File: config.mk
export PLATFORM = sky130hd
export DESIGN_NAME = ctrl_pipe_unit
export DESIGN_NICKNAME = d
export VERILOG_FILES = /design/src/rtl/ctrl_pkg.sv /design/src/rtl/ctrl_decode.sv /design/src/rtl/ctrl_pipe_unit.sv
export SDC_FILE = /design/constraint.sdc
export NUM_CORES = 1
export LEC_CHECK = 0
export ABC_AREA = 1
export BUFFER_PORTS_ARGS = -buffer_cell sky130_fd_sc_hd__buf_2
export CAP_MARGIN = 30
export CORE_MARGIN = 4
export CORE_UTILIZATION = 40
export DETAILED_ROUTE_END_ITERATION = 12
export PLACE_DENSITY = 0.76
export SYNTH_ARGS = -nofsm -noshare
export SYNTH_HDL_FRONTEND = slang
export SYNTH_SLANG_ARGS = --single-unit
export TNS_END_PERCENT = 5
File: constraint.sdc
create_clock -name clk -period 1.7 [get_ports clk]
set_input_delay 0.17 -clock clk [delete_from_list [all_inputs] [get_ports clk]]
set_output_delay 0.17 -clock clk [all_outputs]
set_load 0.03 [all_outputs]
File: src/rtl/ctrl_pkg.sv
// Shared constants for the pipelined RV32 control unit:
// opcodes, control-word bit positions, lsize codes, FSM states.
package ctrl_pkg;

    localparam int CW_W = 16;

    // Control-word bit positions
    localparam int CW_ILLEGAL   = 15;
    localparam int CW_FENCE     = 14;
    localparam int CW_HALT      = 13;
    localparam int CW_JALR      = 12;
    localparam int CW_LSIZE     = 9;
    localparam int CW_BRANCH    = 8;
    localparam int CW_MEMREAD   = 7;
    localparam int CW_MEMTOREG  = 6;
    localparam int CW_ALUOP     = 4;
    localparam int CW_MEMWRITE  = 3;
    localparam int CW_ALUSRC    = 2;
    localparam int CW_REGWRITE  = 1;
    localparam int CW_JUMPWRITE = 0;

    // Opcodes, instruction[6:2]
    localparam logic [4:0] OP_R      = 5'b01100;
    localparam logic [4:0] OP_I      = 5'b00100;
    localparam logic [4:0] OP_LOAD   = 5'b00000;
    localparam logic [4:0] OP_STORE  = 5'b01000;
    localparam logic [4:0] OP_BRANCH = 5'b11000;
    localparam logic [4:0] OP_JAL    = 5'b11011;
    localparam logic [4:0] OP_JALR   = 5'b11001;
    localparam logic [4:0] OP_LUI    = 5'b01101;
    localparam logic [4:0] OP_AUIPC  = 5'b00101;
    localparam logic [4:0] OP_FENCE  = 5'b00011;
    localparam logic [4:0] OP_SYSTEM = 5'b11100;

    // ALU op field
    localparam logic [1:0] ALU_ADD = 2'b00;
    localparam logic [1:0] ALU_BR  = 2'b01;
    localparam logic [1:0] ALU_RI  = 2'b10;
    localparam logic [1:0] ALU_LUI = 2'b11;

    // Load/store size codes
    localparam logic [2:0] LS_W  = 3'b000;
    localparam logic [2:0] LS_B  = 3'b001;
    localparam logic [2:0] LS_H  = 3'b010;
    localparam logic [2:0] LS_BU = 3'b011;
    localparam logic [2:0] LS_HU = 3'b100;

    // FSM states
    localparam logic [1:0] ST_RUN      = 2'd0;
    localparam logic [1:0] ST_DRAIN    = 2'd1;
    localparam logic [1:0] ST_HALTPEND = 2'd2;
    localparam logic [1:0] ST_HALTED   = 2'd3;

endpackage

File: src/rtl/ctrl_decode.sv
// Combinational RV32 instruction -> 16-bit control word.
// Ports: i_instr (raw word), o_cw (control word, 0x8000 if illegal).
module ctrl_decode
    import ctrl_pkg::*;
#(
    parameter int XLEN = 32
) (
    input  logic [XLEN-1:0] i_instr,
    output logic [CW_W-1:0] o_cw
);

    logic [4:0]      w_op;
    logic [2:0]      w_f3;
    logic            w_bad;
    logic [CW_W-1:0] w_cw;
    logic            w_unused;

    assign w_op     = i_instr[6:2];
    assign w_f3     = i_instr[14:12];
    assign w_unused = ^{i_instr[XLEN-1:15], i_instr[11:7]};

    always_comb begin
        w_cw  = '0;
        w_bad = 1'b0;
        case (w_op)
            OP_R: begin
                w_cw[CW_ALUOP+:2]   = ALU_RI;
                w_cw[CW_REGWRITE]   = 1'b1;
            end
            OP_I: begin
                w_cw[CW_ALUOP+:2]   = ALU_RI;
                w_cw[CW_ALUSRC]     = 1'b1;
                w_cw[CW_REGWRITE]   = 1'b1;
            end
            OP_LOAD: begin
                w_cw[CW_MEMREAD]    = 1'b1;
                w_cw[CW_MEMTOREG]   = 1'b1;
                w_cw[CW_ALUSRC]     = 1'b1;
                w_cw[CW_REGWRITE]   = 1'b1;
                case (w_f3)
                    3'b010:  w_cw[CW_LSIZE+:3] = LS_W;
                    3'b000:  w_cw[CW_LSIZE+:3] = LS_B;
                    3'b001:  w_cw[CW_LSIZE+:3] = LS_H;
                    3'b100:  w_cw[CW_LSIZE+:3] = LS_BU;
                    3'b101:  w_cw[CW_LSIZE+:3] = LS_HU;
                    default: w_bad = 1'b1;
                endcase
            end
            OP_STORE: begin
                w_cw[CW_MEMWRITE]   = 1'b1;
                w_cw[CW_ALUSRC]     = 1'b1;
                case (w_f3)
                    3'b010:  w_cw[CW_LSIZE+:3] = LS_W;
                    3'b000:  w_cw[CW_LSIZE+:3] = LS_B;
                    3'b001:  w_cw[CW_LSIZE+:3] = LS_H;
                    default: w_bad = 1'b1;
                endcase
            end
            OP_BRANCH: begin
                w_cw[CW_BRANCH]     = 1'b1;
                w_cw[CW_ALUOP+:2]   = ALU_BR;
            end
            OP_JAL: begin
                w_cw[CW_JUMPWRITE]  = 1'b1;
                w_cw[CW_REGWRITE]   = 1'b1;
            end
            OP_JALR: begin
                w_cw[CW_JALR]       = 1'b1;
                w_cw[CW_JUMPWRITE]  = 1'b1;
                w_cw[CW_ALUSRC]     = 1'b1;
                w_cw[CW_REGWRITE]   = 1'b1;
            end
            OP_LUI: begin
                w_cw[CW_ALUOP+:2]   = ALU_LUI;
                w_cw[CW_ALUSRC]     = 1'b1;
                w_cw[CW_REGWRITE]   = 1'b1;
            end
            OP_AUIPC: begin
                w_cw[CW_ALUOP+:2]   = ALU_ADD;
                w_cw[CW_ALUSRC]     = 1'b1;
                w_cw[CW_REGWRITE]   = 1'b1;
                w_cw[CW_JUMPWRITE]  = 1'b1;
            end
            OP_FENCE:  w_cw[CW_FENCE] = 1'b1;
            OP_SYSTEM: w_cw[CW_HALT]  = 1'b1;
            default:   w_bad = 1'b1;
        endcase
        // Illegal words collapse to a lone illegal flag so nothing writes.
        if (w_bad || i_instr[1:0] != 2'b11) begin
            w_cw             = '0;
            w_cw[CW_ILLEGAL] = 1'b1;
        end
    end

    assign o_cw = w_cw;

endmodule

File: src/rtl/ctrl_pipe_unit.sv
// Pipelined control unit: decode, STAGES CW slots, stall/flush, FENCE/HALT FSM.
// Ports: in_valid/instruction/in_ready in, stall/flush, id_cw, cw_pipe/vld_pipe, halted, fence_busy.
module ctrl_pipe_unit
    import ctrl_pkg::*;
#(
    parameter int XLEN        = 32,
    parameter int STAGES      = 3,
    parameter int FLUSH_DEPTH = 2
) (
    input  logic                   clk,
    input  logic                   rst_n,
    input  logic                   in_valid,
    input  logic [XLEN-1:0]        instruction,
    output logic                   in_ready,
    input  logic                   stall,
    input  logic                   flush,
    output logic [CW_W-1:0]        id_cw,
    output logic [CW_W*STAGES-1:0] cw_pipe,
    output logic [STAGES-1:0]      vld_pipe,
    output logic                   halted,
    output logic                   fence_busy
);

    logic [STAGES-1:0][CW_W-1:0] r_cw;
    logic [STAGES-1:0]           r_vld;
    logic [1:0]                  r_state;

    logic [STAGES-1:0][CW_W-1:0] w_nxt_cw;
    logic [STAGES-1:0]           w_nxt_vld;
    logic [1:0]                  w_state_nxt;
    logic                        w_accept;
    logic                        w_fence_young;
    logic                        w_halt_young;
    logic                        w_halt_last;

    ctrl_decode #(.XLEN(XLEN)) u_dec (
        .i_instr (instruction),
        .o_cw    (id_cw)
    );

    assign in_ready   = (r_state == ST_RUN);
    assign fence_busy = (r_state == ST_DRAIN);
    assign halted     = (r_state == ST_HALTED);
    assign w_accept   = in_valid & in_ready & ~stall & ~flush;
    assign cw_pipe    = r_cw;
    assign vld_pipe   = r_vld;

    // Next slot contents; invalid slots always carry CW = 0.
    always_comb begin
        w_nxt_cw  = '0;
        w_nxt_vld = '0;
        if (w_accept) begin
            w_nxt_cw[0]  = id_cw;
            w_nxt_vld[0] = 1'b1;
        end else if (stall && !flush) begin
            w_nxt_cw[0]  = r_cw[0];
            w_nxt_vld[0] = r_vld[0];
        end
        for (int k = 1; k < STAGES; k++) begin
            if (!(stall && !flush && k == 1)) begin
                w_nxt_cw[k]  = r_cw[k-1];
                w_nxt_vld[k] = r_vld[k-1];
            end
        end
        if (flush) begin
            for (int k = 0; k < FLUSH_DEPTH; k++) begin
                w_nxt_cw[k]  = '0;
                w_nxt_vld[k] = 1'b0;
            end
        end
    end

    // Track whether the pending FENCE/HALT is still in flight ahead of the last slot.
    always_comb begin
        w_fence_young = 1'b0;
        w_halt_young  = 1'b0;
        for (int k = 0; k < STAGES - 1; k++) begin
            w_fence_young = w_fence_young | (w_nxt_vld[k] & w_nxt_cw[k][CW_FENCE]);
            w_halt_young  = w_halt_young  | (w_nxt_vld[k] & w_nxt_cw[k][CW_HALT]);
        end
        w_halt_last = w_nxt_vld[STAGES-1] & w_nxt_cw[STAGES-1][CW_HALT];
    end

    always_comb begin
        w_state_nxt = r_state;
        case (r_state)
            ST_RUN: begin
                if (w_accept && id_cw[CW_FENCE])
                    w_state_nxt = ST_DRAIN;
                else if (w_accept && id_cw[CW_HALT])
                    w_state_nxt = ST_HALTPEND;
            end
            // Leaves when the FENCE reaches the last slot or was flushed.
            ST_DRAIN: begin
                if (!w_fence_young)
                    w_state_nxt = ST_RUN;
            end
            ST_HALTPEND: begin
                if (w_halt_last)
                    w_state_nxt = ST_HALTED;
                else if (!w_halt_young)
                    w_state_nxt = ST_RUN;
            end
            default: w_state_nxt = ST_HALTED;
        endcase
    end

    always_ff @(posedge clk or negedge rst_n) begin
        if (!rst_n) begin
            r_cw    <= '0;
            r_vld   <= '0;
            r_state <= ST_RUN;
        end else begin
            r_cw    <= w_nxt_cw;
            r_vld   <= w_nxt_vld;
            r_state <= w_state_nxt;
        end
    end

endmodule

## After elaboration in Yosys (flattened, before gate mapping)

Index checks and enable logic that the tools add are counted.

- Memory bits (read-only): 0
- Bits in latches: 0
- Memory bits (writable): 0
- Logic and storage cells: 87
- Input bits: 37
- Memories: 0
- Output and inout bits: 70
- Bits in registers: 53

- $lt $le $gt $ge: 0
- Add/sub/neg operators: 0
- Shifts and indexed selects: 0
- Div/mod/pow operators: 0
- Reductions and logical operators: 16
- Multipliers: 0
- Equal/unequal tests: 22
- Multiplexer cells: 31
- Bitwise logic cells: 12

Operator list:

| cell | number |
|---|---|
| 16-bit two-way mux | 4 |
| 32-bit two-way mux | 1 |
| 5-bit equality test (second input constant) | 4 |
| 5-bit by 4-bit equality test with 1-bit output (second input constant) | 3 |
| 2-bit two-way mux | 7 |
| 1-bit two-way mux | 13 |
| 2-bit one-hot mux with 3 select lines | 2 |
| 3-bit one-hot mux with 4 select lines | 1 |
| 5-bit by 3-bit equality test with 1-bit output (second input constant) | 2 |
| 9-bit OR reduction | 1 |
| 1-bit bitwise AND | 8 |
| 7-bit OR reduction | 1 |
| 3-bit equality test (second input constant) | 2 |
| 3-bit inequality test (second input constant) | 2 |
| 3-bit one-hot mux with 2 select lines | 1 |
| 3-bit OR reduction | 2 |
| 6-bit OR reduction | 1 |
| 5-bit by 2-bit equality test with 1-bit output (second input constant) | 1 |
| 5-bit zero test | 1 |
| 5-bit OR reduction | 1 |
| 2-bit equality test (second input constant) | 2 |
| 2-bit inequality test (second input constant) | 2 |
| 2-bit one-hot mux with 2 select lines | 1 |
| 3-bit by 1-bit equality test with 1-bit output (second input constant) | 1 |
| 13 further kinds | 17 |

## Longest topological paths before layout

- Depth after elaboration: 13
- Mapped depth: 14

## Hierarchy

A second synthesis with hierarchy kept.

- Cell total of the unflattened synthesis: 253
- Area total of the unflattened synthesis: 2342.2 µm²

Modules (own cells, without submodules):

| module | cells each | instances | area each (µm²) |
|---|---|---|---|
| ctrl_pipe_unit | 179 | 1 | 1936.9 |
| ctrl_decode | 74 | 1 | 405.4 |

## Least setup slack after synthesis

Ideal clock, no wire load.

- Kind: register to register
- Start: register r_state[1]
- End: register r_state[1]
- Cell stages (with the launch flop): 9
- Buffers on the path: 0
- Required time: 1.582 ns
- Arrival time: 1.733 ns
- Setup slack: -0.151 ns
- Period minus slack after synthesis: 1.851 ns
- Path through: dfrtp_1 nor2_1 nand3_1 inv_1 nand2_1 nand2_1 nand2_1 nand4_1 nand2_1

- Cells in the longest elaborated chain, start to end: 10

RTL lines:

| item | line | text |
|---|---|---|
| start: declaration | ctrl_pipe_unit.sv:26 | `logic [1:0] r_state;` |
| start signal: assignment | ctrl_pipe_unit.sv:116 | `r_state <= w_state_nxt;` |
| 2-bit zero test * | ctrl_pipe_unit.sv:41 | `assign in_ready = (r_state == ST_RUN);` |
| via in_ready | ctrl_pipe_unit.sv:14 | `output logic in_ready,` |
| 1-bit bitwise AND (3 in series) | ctrl_pipe_unit.sv:44 | `assign w_accept = in_valid & in_ready & ~stall & ~flush;` |
| 1-bit two-way mux / 16-bit two-way mux (equally long branches) | ctrl_pipe_unit.sv:52 | `if (w_accept) begin` |
| 2-bit two-way mux / 32-bit two-way mux (equally long branches) | ctrl_pipe_unit.sv:65 | `if (flush) begin` |
| 1-bit bitwise AND, on equally long branches | ctrl_pipe_unit.sv:79, ctrl_pipe_unit.sv:78 |  |
| 1-bit OR, on equally long branches | ctrl_pipe_unit.sv:79, ctrl_pipe_unit.sv:78 |  |
| 3-bit inequality test (no source line) / 2-bit inequality test (equally long branches) | -- |  |
| 3-bit AND reduction (no source line) | -- |  |

Mark *: on every way through the listed nets, which the timed path passes. The rest lies on a longest branch.
A chain may end at the register's enable or synchronous reset.

## Final worst setup path

- Start: input instruction[2]
- End: output id_cw[11]

- Cells in the longest elaborated chain, start to end: 5

RTL lines:

| item | line | text |
|---|---|---|
| start: declaration | ctrl_pipe_unit.sv:13 | `input logic [XLEN-1:0] instruction,` |
| 5-bit by 4-bit equality test with 1-bit output (tied with other cells) | ctrl_decode.sv:25 | `case (w_op)` |
| 9-bit OR reduction (no source line) | -- |  |
| 1-bit one-hot mux with 3 select lines | ctrl_decode.sv:25 |  |
| 1-bit logical OR | ctrl_decode.sv:89 | `if (w_bad \|\| i_instr[1:0] != 2'b11) begin` |
| 16-bit two-way mux * | ctrl_decode.sv:89 |  |
| end: declaration | ctrl_pipe_unit.sv:17 | `output logic [CW_W-1:0] id_cw,` |

Mark *: on every way between the ends. The rest lies on a longest branch, timed or not.

==> impl_table.tex <==
\begin{tabular}{lr}
\hline
Metric & Value \\
\hline
\multicolumn{2}{l}{\textbf{Detailed routing}} \\
Routed vias/inst & 4.49 \\
DR pass1 iterations & 4 \\
Count of nets left with antenna violations after detail routing & 0 \\
Total detailed-routing wirelength & around 5000 microns \\
Vias & 1827 \\
Starting DRC count in detailed routing & 37 \\
Routed wire per std cell & 12.2 microns \\
DRC violations left & 0 \\
\multicolumn{2}{l}{\textbf{Layout}} \\
Total inserted antenna cells & 0 \\
Non-filler cells, final & 407 \\
Fillcell total & 482 \\
Nets@finish & 371 \\
Share of post-route cells with drive strength above 1 & 48.4\% \\
Combined area of the multi-input logic cells & around 760 sq um \\
Area Growth Syn to Fin & 33.7\% \\
Sequential cell area in the final layout & 1250 sq um \\
\multicolumn{2}{l}{\textbf{Worst setup path}} \\
Critical path data arrival time & 1.51 ns \\
Required time of the worst setup path & 1.53 ns \\
Number of cell instances on the worst register-to-register path & 8 \\
Count of buffering cells on the critical path with inverters included & 4 \\
CP Launch Type & primary input \\
Top fanout value on the critical path & 4 \\
Critical path's top delay family & simple AND/OR/NAND/NOR gates \\
Critical-path top delay cell & sky130\_fd\_sc\_hd\_\_nor4\_4 \\
Total stage count of the critical path & 12 \\
Crit end category & primary output \\
CP max stage delay & 0.31 ns \\
Kind of critical path & primary input to primary output \\
Worst-path cell chain & buf\_6, inv\_2, nor2\_4, nand3\_2, nand2\_2, nor2\_2, nand2\_2, nand2\_4, inv\_4, nand2\_4, nor4\_4, buf\_4 \\
\multicolumn{2}{l}{\textbf{Clock network}} \\
Clock sink count & 50 \\
CTS root buffer & sky130\_fd\_sc\_hd\_\_clkbuf\_8 \\
TritonCTS clock tree & yes \\
CTS Buf Count & 5 \\
Clock transition at the register clock pins on the worst setup and hold paths after CTS & 0.09 ns \\
Clock latency on the worst-skew pair & around 0.29 ns \\
Clock tree buffer depth & 2 \\
H-tree depth reported by CTS & 2 \\
\multicolumn{2}{l}{\textbf{Pwr}} \\
Power share of the clock group & 37.3\% \\
Proportion of power drawn by combinational gates & 8.3\% \\
PD cells & 724 nW/um\^{}2 \\
Worst vdd ir & 0.448 mV \\
Sequential share of power & 54.4\% \\
Internal power summed over all cells & 0.00169 W \\
Fraction of power spent switching nets & 22.6\% \\
Switching component of the power & 0.000493 W \\
Leakage Power & 1.70 nW \\
\multicolumn{2}{l}{\textbf{Floorplanning}} \\
IO Count & 107 \\
Die X & 83.1 microns \\
Core box area & 5510 sq um \\
DIE AREA & 6910 sq um \\
Starting Density & approximately two fifths \\
Site Rows & 27 \\
Chip Height & 83.1 microns \\
\multicolumn{2}{l}{\textbf{Placement}} \\
Cell total after placement & 392 \\
Port Buf Inserts & 84 \\
Detailed placement HPWL & 3890 microns \\
Placer Congestion & 0.802 \\
Worst slack at placement & -0.0158 ns \\
\multicolumn{2}{l}{\textbf{Synth}} \\
Part of the Yosys area used for sequential elements & between 50\% and 60\% \\
Largest area contributor in the synthesized netlist & sky130\_fd\_sc\_hd\_\_dfrtp\_1 \\
Post-synthesis cell count & 240 \\
Count of distinct cell types in the synthesized netlist & 26 \\
Area share of the largest cell type after synthesis & 55.4\% \\
Mapped Nets & around 280 \\
Synthesized area divided by synthesized cell count & around 9.4 sq um \\
Largest cells by area after synthesis & sky130\_fd\_sc\_hd\_\_dfrtp\_1 (55\%), sky130\_fd\_sc\_hd\_\_buf\_4 (6.7\%), sky130\_fd\_sc\_hd\_\_nand2\_1 (6.0\%) \\
Register bit total from synthesis & 50 \\
Yosys warnings & 0 \\
Cell area after synthesis & 2260 sq um \\
\multicolumn{2}{l}{\textbf{Timing}} \\
Max Slew Vio Count & 0 \\
Total Negative Setup Slacks & 0 ns \\
Setup repair after global routing missed its margin & yes \\
Clock skew after layout & between 0.007 and 0.008 ns \\
Setup-failing EPs final & 0 \\
Fmax achieved & 596 MHz \\
Slew headroom & 60.0\% \\
Tightest Pin Transition & 0.600 ns \\
Number of hold violations in the final report & 0 \\
Period utilization & roughly 99\% \\
Period minus WS final & 1.68 ns \\
Post-layout worst setup margin & 0.0221 ns \\
\multicolumn{2}{l}{\textbf{GRT}} \\
Vias in the first global route & 1790 \\
Gr ovfl total & 0 \\
Maximum number of pins on one net before global-route repair & 51 \\
First-pass GRT wire length & between 8000 and 9000 microns \\
Initial antenna violation count & 0 \\
Total global routing track utilization & 14.2\% \\
\multicolumn{2}{l}{\textbf{Worst hold path}} \\
Classification of the worst-slack hold path & primary input to register \\
Cells on Worst Hold Path & 3 \\
\multicolumn{2}{l}{\textbf{Job}} \\
Maximum capacitance violations & 0 \\
\multicolumn{2}{l}{\textbf{Run status}} \\
Result of the run & complete, no violations \\
\hline
\end{tabular}
-- worst min-delay path, delay by kind of cell --
family	cells	cell delay (ns)
and+or+nand+nor	1	0.10
buffers and inverters	1	0.10
AOI/OAI and AO/OA	1	0.08
-- layout make-up --
cell class,instances,area share (%)
clock buffers,5,2.28
clock inverters,3,1.49
inverters,37,4.77
multi-input cells,129,25.1
flip-flops and latches,50,41.5
well taps,72,2.99
repair buffers,111,21.9
-- cell usage after synthesis --
library cell	instances
sky130_fd_sc_hd__nor3_1	1
sky130_fd_sc_hd__buf_6	1
sky130_fd_sc_hd__nor2_2	4
sky130_fd_sc_hd__o21ai_0	18
sky130_fd_sc_hd__nand2_1	36
sky130_fd_sc_hd__a21oi_1	3
sky130_fd_sc_hd__a21oi_2	1
sky130_fd_sc_hd__o22ai_4	1
sky130_fd_sc_hd__nand4_1	3
sky130_fd_sc_hd__o22ai_1	2
sky130_fd_sc_hd__nand3b_1	1
sky130_fd_sc_hd__nand2_2	4
sky130_fd_sc_hd__buf_4	20
sky130_fd_sc_hd__clkbuf_1	2
sky130_fd_sc_hd__inv_2	4
sky130_fd_sc_hd__inv_1	33
sky130_fd_sc_hd__buf_2	1
sky130_fd_sc_hd__nor3_4	1
sky130_fd_sc_hd__o21ai_2	4
sky130_fd_sc_hd__nor2_4	3
sky130_fd_sc_hd__nand2_4	2
sky130_fd_sc_hd__nand3_1	10
sky130_fd_sc_hd__nor2_1	32
sky130_fd_sc_hd__dfrtp_1	50
sky130_fd_sc_hd__nand3_2	1
sky130_fd_sc_hd__nor4_4	2
-- registers in the layout, indices dropped and copies added (netlist names) --
| signal | count |
|---|---|
| r_state | 2 |
| vld_pipe | 3 |
| cw_pipe | 45 |
-- routing by layer --
| metal | vias to the layer above | wire [microns] | GRT usage (%) |
|---|---|---|---|
| li1 | 919 | - | - |
| met5 | - | 0 | 0 |
| met2 | 64 | 2510 | 23.8 |
| met4 | 0 | 104 | 6.69 |
| met3 | 10 | 235 | 2.88 |
| met1 | 834 | 2110 | 17.4 |
-- kinds of logic (layout without fill, tap and decap cells) --
logic type	count (synthesis)	count (layout)	synth area share [%]
simple gates	100	100	22.7
flops	50	50	55.4
buf+inv	61	156	13.9
compound gates	29	29	8.04
-- worst paths after layout --
check / start / to / slack (ns)
setup / recovery: instruction[2] / id_cw[11] / 0.02
hold / removal: stall / vld_pipe[0] / 0.19
setup reg to reg: r_state[1] / r_state[1] / 0.19
max in group asynchronous: rst_n / cw_pipe[45] / 0.79
min in group asynchronous: rst_n / cw_pipe[36] / 0.49
hold reg to reg: cw_pipe[25] / cw_pipe[41] / 0.37
-- power by group through the flow --
| stage | combinational, W | sequential [W] | clock (W) |
|---|---|---|---|
| floorplan | 0.0000731 | 0.00121 | 0 |
| CTS | 0.000157 | 0.00119 | 0.000834 |
| global placement | 0.000152 | 0.00121 | 0 |
| global route | 0.000203 | 0.00119 | 0.000889 |
| detailed placement | 0.000155 | 0.00121 | 0 |
| finish | 0.000182 | 0.00119 | 0.000815 |
-- per-stage QoR --
stage	power [W]	utilization [%]	hold slack [ns]	area [sq um]
2_1_floorplan	0.00129	-	-0.126	2260
3_3_place_gp	0.00136	49.9	0.294	2750
3_5_place_dp	0.00137	49.9	0.302	2750
4_1_cts	0.00218	52.2	0.178	2880
5_1_grt	0.00228	54.8	0.193	3020
6_report	0.00219	54.8	0.192	3020
-- layout by cell type (no fill, tap or decap), drive strengths merged --
cell type    netlist  layout
buf               22     108
dfrtp             50      50
nand2             42      42
nor2              39      39
inv               37      37
o21ai             22      22
nand3             11      11
clkbuf             2       7
a21oi              4       4
nand4              3       3
o22ai              3       3
nor4               2       2
clkinvlp           0       2
nor3               2       2
nand3b             1       1
bufinv             0       1
dlygate4sd3        0       1
-- repair_timing --
action | in CTS | in global routing
buffers inserted | 0 | 6
hold buffers | 1 | 0
gates resized for setup | 2 | 39
endpoints found under the setup margin | 2 | 16
hold endpoints to repair | 50 | 0
pin swaps | 1 | 13
No activity file was read; power rests on OpenSTA's default activity.
